[src/rtl/uart_tx_cfg_if.sv]
// Word handshake between the upstream producer (register file / TX FIFO)
// and the configurable UART transmitter.
interface uart_tx_cfg_if #(
    parameter int DBIT_MAX = 8
);
    logic                tx_valid;
    logic                tx_ready;
    logic [DBIT_MAX-1:0] tx_data;

    modport master (
        output tx_valid,
        output tx_data,
        input  tx_ready
    );

    modport slave (
        input  tx_valid,
        input  tx_data,
        output tx_ready
    );
endinterface

[src/rtl/uart_tx_cfg.sv]
// Runtime-configurable UART transmitter with a one-word holding register.
// Data bits, parity and stop bits are latched per frame at frame load.
//
// state  | meaning
// -------+------------------------------------------------------------
// IDLE   | line high, waiting for the holding register to fill
// START  | start bit (tx=0) for one bit period
// DATA   | data bits LSB first, n counts 0..dbits-1
// PARITY | even/odd parity over the transmitted data bits
// STOP   | tx=1 for one or two bit periods, reload or return to IDLE
module uart_tx_cfg #(
    parameter int DBIT_MAX = 8,
    parameter int OVS      = 16
) (
    input  logic         clk,
    input  logic         rst_n,
    input  logic         s_tick,
    input  logic [3:0]   cfg_dbits,
    input  logic [1:0]   cfg_parity,
    input  logic         cfg_stop2,
    uart_tx_cfg_if.slave tx_if,
    output logic         tx_busy,
    output logic         tx_done_tick,
    output logic         tx
);

    localparam int            SW     = (OVS > 1) ? $clog2(OVS) : 1;
    localparam logic [SW-1:0] S_LAST = SW'(OVS - 1);
    localparam logic [3:0]    DB_MAX = 4'(DBIT_MAX);

    typedef enum logic [2:0] {
        IDLE,
        START,
        DATA,
        PARITY,
        STOP
    } state_t;

    state_t              state_q, state_d;
    logic [SW-1:0]       s_cnt_q, s_cnt_d;
    logic [3:0]          n_q, n_d;
    logic                stop_cnt_q, stop_cnt_d;
    logic [DBIT_MAX-1:0] shift_q, shift_d;
    logic [DBIT_MAX-1:0] hold_data_q, hold_data_d;
    logic                hold_full_q, hold_full_d;
    logic                par_q, par_d;
    logic [3:0]          f_dbits_q, f_dbits_d;
    logic [1:0]          f_parity_q, f_parity_d;
    logic                f_stop2_q, f_stop2_d;
    logic                tx_q, tx_d;

    logic       bit_end;
    logic       last_stop;
    logic       frame_end;
    logic       load;
    logic       accept;
    logic       par_en;
    logic       par_next;
    logic [3:0] eff_dbits;

    // Out-of-range widths are clamped rather than rejected.
    always_comb begin
        eff_dbits = cfg_dbits;
        if (cfg_dbits < 4'd5) begin
            eff_dbits = 4'd5;
        end else if (cfg_dbits > DB_MAX) begin
            eff_dbits = DB_MAX;
        end
    end

    assign bit_end   = s_tick && (s_cnt_q == S_LAST);
    assign last_stop = !f_stop2_q || stop_cnt_q;
    assign frame_end = (state_q == STOP) && bit_end && last_stop;
    assign load      = hold_full_q && ((state_q == IDLE) || frame_end);
    // A word offered on a load edge is taken even though tx_ready reads 0.
    assign accept    = tx_if.tx_valid && (!hold_full_q || load);
    assign par_en    = f_parity_q[0] ^ f_parity_q[1];
    assign par_next  = par_q ^ shift_q[0];

    assign tx_if.tx_ready = !hold_full_q;
    assign tx_busy        = (state_q != IDLE);
    assign tx             = tx_q;

    always_comb begin
        state_d      = state_q;
        s_cnt_d      = s_cnt_q;
        n_d          = n_q;
        stop_cnt_d   = stop_cnt_q;
        shift_d      = shift_q;
        hold_data_d  = hold_data_q;
        hold_full_d  = hold_full_q;
        par_d        = par_q;
        f_dbits_d    = f_dbits_q;
        f_parity_d   = f_parity_q;
        f_stop2_d    = f_stop2_q;
        tx_d         = tx_q;
        tx_done_tick = 1'b0;

        if ((state_q != IDLE) && s_tick) begin
            s_cnt_d = bit_end ? '0 : s_cnt_q + 1'b1;
        end

        case (state_q)
            IDLE: begin
            end
            START: begin
                if (bit_end) begin
                    state_d = DATA;
                    n_d     = 4'd0;
                    tx_d    = shift_q[0];
                end
            end
            DATA: begin
                if (bit_end) begin
                    shift_d = shift_q >> 1;
                    par_d   = par_next;
                    if (n_q == f_dbits_q - 4'd1) begin
                        if (par_en) begin
                            state_d = PARITY;
                            tx_d    = f_parity_q[1] ? ~par_next : par_next;
                        end else begin
                            state_d    = STOP;
                            stop_cnt_d = 1'b0;
                            tx_d       = 1'b1;
                        end
                    end else begin
                        n_d  = n_q + 4'd1;
                        tx_d = shift_q[1];
                    end
                end
            end
            PARITY: begin
                if (bit_end) begin
                    state_d    = STOP;
                    stop_cnt_d = 1'b0;
                    tx_d       = 1'b1;
                end
            end
            STOP: begin
                if (bit_end) begin
                    if (last_stop) begin
                        tx_done_tick = 1'b1;
                        state_d      = IDLE;
                    end else begin
                        stop_cnt_d = 1'b1;
                    end
                end
            end
            default: begin
                state_d = IDLE;
                tx_d    = 1'b1;
            end
        endcase

        // Frame load overrides the STOP exit so back-to-back frames have no gap.
        if (load) begin
            state_d     = START;
            s_cnt_d     = '0;
            n_d         = 4'd0;
            stop_cnt_d  = 1'b0;
            par_d       = 1'b0;
            shift_d     = hold_data_q;
            f_dbits_d   = eff_dbits;
            f_parity_d  = cfg_parity;
            f_stop2_d   = cfg_stop2;
            tx_d        = 1'b0;
            hold_full_d = 1'b0;
        end

        if (accept) begin
            hold_data_d = tx_if.tx_data;
            hold_full_d = 1'b1;
        end
    end

    always_ff @(posedge clk or negedge rst_n) begin
        if (!rst_n) begin
            state_q     <= IDLE;
            s_cnt_q     <= '0;
            n_q         <= 4'd0;
            stop_cnt_q  <= 1'b0;
            shift_q     <= '0;
            hold_data_q <= '0;
            hold_full_q <= 1'b0;
            par_q       <= 1'b0;
            f_dbits_q   <= 4'd0;
            f_parity_q  <= 2'b00;
            f_stop2_q   <= 1'b0;
            tx_q        <= 1'b1;
        end else begin
            state_q     <= state_d;
            s_cnt_q     <= s_cnt_d;
            n_q         <= n_d;
            stop_cnt_q  <= stop_cnt_d;
            shift_q     <= shift_d;
            hold_data_q <= hold_data_d;
            hold_full_q <= hold_full_d;
            par_q       <= par_d;
            f_dbits_q   <= f_dbits_d;
            f_parity_q  <= f_parity_d;
            f_stop2_q   <= f_stop2_d;
            tx_q        <= tx_d;
        end
    end

endmodule

[src/flat_wrapper.sv]
// flat-port wrapper written by rule: the top's interface ports become plain ports
module uart_tx_cfg_flat 
#(
    parameter int DBIT_MAX = 8,
    parameter int OVS      = 16
)
  (clk, rst_n, s_tick, cfg_dbits, cfg_parity, cfg_stop2, tx_busy, tx_done_tick, tx, tx_if_tx_valid, tx_if_tx_data, tx_if_tx_ready);
  uart_tx_cfg_if #(.DBIT_MAX(DBIT_MAX)) tx_if_i ();
  input  logic clk;
  input  logic rst_n;
  input  logic s_tick;
  input  logic [3:0] cfg_dbits;
  input  logic [1:0] cfg_parity;
  input  logic cfg_stop2;
  output logic tx_busy;
  output logic tx_done_tick;
  output logic tx;
  input wire logic [$bits(tx_if_i.tx_valid)-1:0] tx_if_tx_valid;
  input wire logic [$bits(tx_if_i.tx_data)-1:0] tx_if_tx_data;
  output wire logic [$bits(tx_if_i.tx_ready)-1:0] tx_if_tx_ready;
  assign tx_if_i.tx_valid = tx_if_tx_valid;
  assign tx_if_i.tx_data = tx_if_tx_data;
  assign tx_if_tx_ready = tx_if_i.tx_ready;
  uart_tx_cfg #(.DBIT_MAX(DBIT_MAX), .OVS(OVS)) u_core (.clk(clk), .rst_n(rst_n), .s_tick(s_tick), .cfg_dbits(cfg_dbits), .cfg_parity(cfg_parity), .cfg_stop2(cfg_stop2), .tx_if(tx_if_i), .tx_busy(tx_busy), .tx_done_tick(tx_done_tick), .tx(tx));
endmodule
[config.mk]
export PLATFORM = sky130hd
export DESIGN_NAME = uart_tx_cfg_flat
export DESIGN_NICKNAME = d
export VERILOG_FILES = /design/src/rtl/uart_tx_cfg_if.sv /design/src/rtl/uart_tx_cfg.sv /design/src/flat_wrapper.sv
export SDC_FILE = /design/constraint.sdc
export NUM_CORES = 1
export LEC_CHECK = 0
export BUFFER_PORTS_ARGS = -buffer_cell sky130_fd_sc_hd__buf_2
export CORE_UTILIZATION = 50
export DETAILED_ROUTE_END_ITERATION = 10
export GPL_ROUTABILITY_DRIVEN = 0
export PLACE_DENSITY = 0.7
export SLEW_MARGIN = 25
export SYNTH_ARGS = -nofsm -noshare
export SYNTH_HDL_FRONTEND = slang
export SYNTH_SLANG_ARGS = --single-unit
[constraint.sdc]
create_clock -name clk -period 3.5 [get_ports clk]
set_input_delay 0.525 -clock clk [delete_from_list [all_inputs] [get_ports clk]]
set_output_delay 0.525 -clock clk [all_outputs]
set_load 0.02 [all_outputs]
Yosys cells after proc, flatten, opt, wreduce, memory -nomap -nowiden
Index checks and enable logic that the tools add are counted.
- $lt $le $gt $ge: 2
- muxes and demuxes: 46
- $add $sub $neg: 3
- reduce and logical (&&, ||, !) cells: 25
- equal/unequal tests: 17
- bitwise operators: 3
- operator list (kind ; number):
    2-to-1 mux 4 bit ; 9
    2-to-1 mux 3 bit ; 8
    2-to-1 mux 8 bit ; 3
    2-to-1 mux 1 bit ; 22
    inequality test 3 x 1 -> 1 bit (second input constant) ; 6
    case mux 3 bit (5 select lines) ; 1
    AND reduction 7 bit ; 2
    adder 4 x 1 -> 4 bit (second input constant) ; 2
    case mux 4 bit (2 select lines) ; 1
    AND reduction 4 bit ; 2
    nonzero test 2 bit ; 4
    == test 3 x 2 -> 1 bit (second input constant) ; 2
    logical AND 1 bit ; 6
    inequality test 3 x 2 -> 1 bit (second input constant) ; 2
    nonzero test 3 bit ; 2
    == test 4 bit ; 1
    == test 4 bit (second input constant) ; 1
    > comparator 4 bit (second input constant) ; 1
    less-than comparator 4 x 3 -> 1 bit (second input constant) ; 1
    inequality test 2 x 1 -> 1 bit (second input constant) ; 2
    case mux 1 bit (4 select lines) ; 1
    nonzero test 4 bit ; 1
    subtractor 4 x 1 -> 4 bit (second input constant) ; 1
    == test 3 x 1 -> 1 bit (second input constant) ; 1
    10 further kinds ; 14
- register bits after elaboration: 38
- logic and storage cells: 108
- input bits: 19
- output and inout bits: 4

Logic depth before layout (Yosys ltp)
- depth in word-level cells: 9
- mapped depth: 8
- mapped depth without buffers: 7

Least setup slack after synthesis
Ideal clock, no wire load.
- kind: flip-flop to output port
- start: register u_core.s_cnt_q[0]
- end: output tx_done_tick
- data arrival time: 1510 ps
- cell stages (with the launch flop): 6
- required time: 2975 ps
- slack: 1465 ps
- path buffers: 1
- cell sequence: dfrtp_1 ha_1 and4_1 buf_2 nand2b_1 nor3_1
- cells in the longest elaborated chain, start to end: 4
- RTL lines (item ; RTL line ; source):
    start, declared ; uart_tx_cfg.sv:40 ; logic [SW-1:0] s_cnt_q, s_cnt_d;
    start signal, assigned ; uart_tx_cfg.sv:192 ; s_cnt_q <= s_cnt_d;
    == test 4 bit ; uart_tx_cfg.sv:71 ; assign bit_end = s_tick && (s_cnt_q == S_LAST);
    logical AND 1 bit ; uart_tx_cfg.sv:71 ;
    2-to-1 mux 1 bit ; uart_tx_cfg.sv:140 ; if (bit_end) begin
    2-to-1 mux 1 bit ; uart_tx_cfg.sv:103 ; case (state_q)
    end, declared ; flat_wrapper.sv:16 ; output logic tx_done_tick;
Every way passes these cells.

Worst setup path in the final report
Ends and elaborated chain as after synthesis.

==> flow_metrics.py <==
metrics = {
    "floorplan": {
        "die_w_um": 66.0,
        "die-height_um": 66.0,
        "dieArea_sq_um": 4360,
        "start_util_pct": 53.9,
        "core_area_sq_um": 3800,
        "rows": 22,
        "num_io_pins": 23,
    },
    "drt": {
        "ant_nets": 0,
        "finalWirelength_um": 4040,
        "vias": 1591,
        "remaining_drc_errors": 0,
        "via_per_inst": 5.58,
        "first_pass_iters": 4,
        "first_iter_violations": 177,
        "wl_per_cell_um": 14.2,
    },
    "setup_path": {
        "cp-end-kind": "output port",
        "arrival_ns": 1.91,
        "r2r_cells": 5,
        "worst_setup_path_start_kind": "flop",
        "slowest_stage": "dfrtp_1",
        "rr_endpoint": "u_core.f_dbits_q[0]$_DFFE_PN0N_",
        "r2r_slack_ns": 1.29,
        "crit_family": "simple AND/OR/NAND/NOR gates",
        "worstPathRequired_ns": 2.97,
        "critPathMaxFanout": 9,
        "crit_buf_inv": 1,
        "critPathKind": "flop to output port",
        "r2r-start": "u_core.state_q[0]$_DFFE_PN0P_",
        "cp_cell_sequence": "ha_1, and4_1, nand2b_1, nor3_1, buf_2",
        "max_stage_delay_ns": 0.40,
    },
    "timing": {
        "setup_viol": 0,
        "relSlewSlack_pct": 44.1,
        "period_share_pct": 69.4,
        "finalCriticalPeriod_ns": 2.43,
        "slew_violations": 0,
        "fmax_mhz": 411,
        "worstMarginPinSlew_ns": 0.839,
        "fin_skew_ns": 0.00558,
        "hold_viol_final": 0,
        "grt_setup_unrepaired": "no",
        "whs_ns": 0.326,
        "tns_ns": 0,
    },
    "clocking": {
        "h-tree-depth": 2,
        "cts_setup_buffers": 0,
        "root_buffer": "clkbuf_8",
        "clkSlewWorstSetupHoldPaths_ns": 0.08,
        "clock_latency_ns": 0.29,
        "cts_tree": "built",
        "clockBufferDepth": 2,
        "numCtsBuffers": 5,
        "cts_resized": 0,
        "cts.sinks": 38,
        "hold_buffers": 0,
    },
    "synth": {
        "yosysTopAreaCell": "dfrtp_1",
        "ys_seq_area_share_pct": 46.5,
        "syn_inst": 215,
        "yosys_warnings": 0,
        "synth_compound_area_share_pct": 15.1,
        "synthArstFlopShare_pct": 100,
        "synthesis.nets": 237,
        "synthDistinctLibCells": 44,
        "synthAdderAreaFrac_pct": 1.83,
        "synth-simple-area-share_pct": 21.0,
        "synth_area_leaders": "dfrtp_1, nand2_1, mux2_2",
        "synth_top_area_share_pct": 45.2,
        "yosys_most_used_dff": "dfrtp_1",
        "synth_top_family_by_area": "simple AND/OR/NAND/NOR gates",
        "yosys-top-cells-count": "nand2_1, dfrtp_1, nor2_1",
        "synthXorXnorAreaFrac_pct": 5.80,
        "ys_ff_latch": 38,
        "yosysMostFrequentCell": "nand2_1",
        "avgSynthCellArea_sq_um": 9.53,
        "synth_edf_count": 0,
        "syn_area_sq_um": 2050,
        "synth_mux_area_share_pct": 6.96,
    },
    "global_routing": {
        "grt_max_degree": 39,
        "antenna_found_initial": 0,
        "grt_pass1_vias": 1523,
        "grt_usage_pct": 21.8,
        "grt_pass1_wl_um": 7040,
        "overflow": 0,
    },
    "pwr": {
        "ir_worst_vdd_uv": 430,
        "power.share.clock_pct": 16.5,
        "p_total_w": 0.00193,
        "p_leak_nw": 1.05,
        "internal_power_w": 0.00114,
        "pwr-share-comb_pct": 42.3,
        "p_per_area_nw_per_um2": 845,
        "swShare_pct": 40.7,
        "seqPwrFrac_pct": 41.2,
        "p_sw_w": 0.000783,
    },
    "finish": {
        "synthToLayoutAreaGrowth_pct": 11.2,
        "n_antenna_cell": 0,
        "fillCellCount": 344,
        "layout-drive-gt1-share_pct": 20.3,
        "final_cells": 285,
        "final_nets": 258,
    },
    "placed_design": {
        "dp_hpwl_um": 2800,
        "dp_cells": 277,
        "io_buffers": 22,
    },
    "hold_path": {
        "hp-class": "input pin to async pin",
    },
    "flow_run": {
        "drv_cap": 0,
    },
    "outcome": {
        "status": "complete, no violations",
    },
}
## cell type report
class                      count  area [sq um]  area share, %
clock buffer                   6          82.6           3.62
clock inverter                 2          12.5          0.549
inverter                       4          15.0          0.659
multi-input combinational    164          1040           45.6
sequential                    38           952           41.8
tap                           48          60.1           2.64
timing repair buffer          23           118           5.16
## state kept, by name (all words and copies together), names as in the netlist
signal and count:
u_core.s_cnt_q 4, u_core.stop_cnt_q 1, u_core.par_q 1, u_core.shift_q 8
u_core.n_q 4, u_core.tx 1, u_core.hold_full_q 1, u_core.state_q 3
u_core.f_stop2_q 1, u_core.f_parity_q 2, u_core.hold_data_q 8, u_core.f_dbits_q 4
## kinds of logic after synthesis
group,after synthesis
AO/OA/AOI/OAI,46
flip-flops,38
XOR/XNOR,12
multiplexers,13
AND/OR/NAND/NOR,90
buffers and inverters,13
adder cells (fa/ha/maj),3
## power by group through the flow
stage | combinational [W] | clock, W | sequential [W]
final | 0.000814 | 0.000317 | 0.000794
after global routing | 0.000925 | 0.000345 | 0.000822
after CTS | 0.000820 | 0.000332 | 0.000792
after detailed placement | 0.000816 | 0 | 0.000800
after global placement | 0.000806 | 0 | 0.000796
after floorplan | 0.000694 | 0 | 0.000733
## layout by cell type, fill, tap and decap left out, drive strengths merged, types with 6 or more instances in the layout
cell and count:
nand2 41, dfrtp 37, buf 23, nor2 16, o21ai 11, mux2 10, nand3 9, a31oi 7
a21oi 7, nor3 6, xnor2 6, clkbuf 6
## worst max path at each step
stage / startpoint / end / slack [ns] / cells past startpoint
floorplan: u_core.s_cnt_q[0]$_DFFE_PN0P_ / tx_done_tick / 1.46 / 5
global placement: s_tick / u_core.n_q[0]$_DFFE_PN0P_ / 1.37 / 6
detailed placement: s_tick / u_core.f_dbits_q[0]$_DFFE_PN0N_ / 1.30 / 6
CTS: u_core.s_cnt_q[0]$_DFFE_PN0P_ / tx_done_tick / 1.06 / 5
global route: u_core.s_cnt_q[0]$_DFFE_PN0P_ / tx_done_tick / 0.92 / 5
finish: u_core.s_cnt_q[0]$_DFFE_PN0P_ / tx_done_tick / 1.07 / 5
## stage by stage
stage | utilization, % | setup slack (ns) | cell area [sq um]
final | 60.0 | 1.07 | 2280
after global routing | 60.0 | 0.915 | 2280
after CTS | 60.0 | 1.06 | 2280
after detailed placement | 57.5 | 1.30 | 2180
after global placement | 57.5 | 1.37 | 2180
after floorplan | - | 1.46 | 2050
## worst register-to-register path, cell delays in order, from the launching register on
cell and delay, ns:
dfrtp_1 0.53, nor2_1 0.33, nand2_1 0.19, or2_1 0.53
or3_1 0.46, o21ai_0 0.08
## layer usage
layer	vias to the layer above	wire length [um]	global-route usage (%)
met5	-	0	0
met3	4	193	6.21
met2	39	1830	33.4
li1	803	-	-
met4	0	34	5.59
met1	745	1970	30.3
Note: power is estimated with default switching activity, not from simulation.
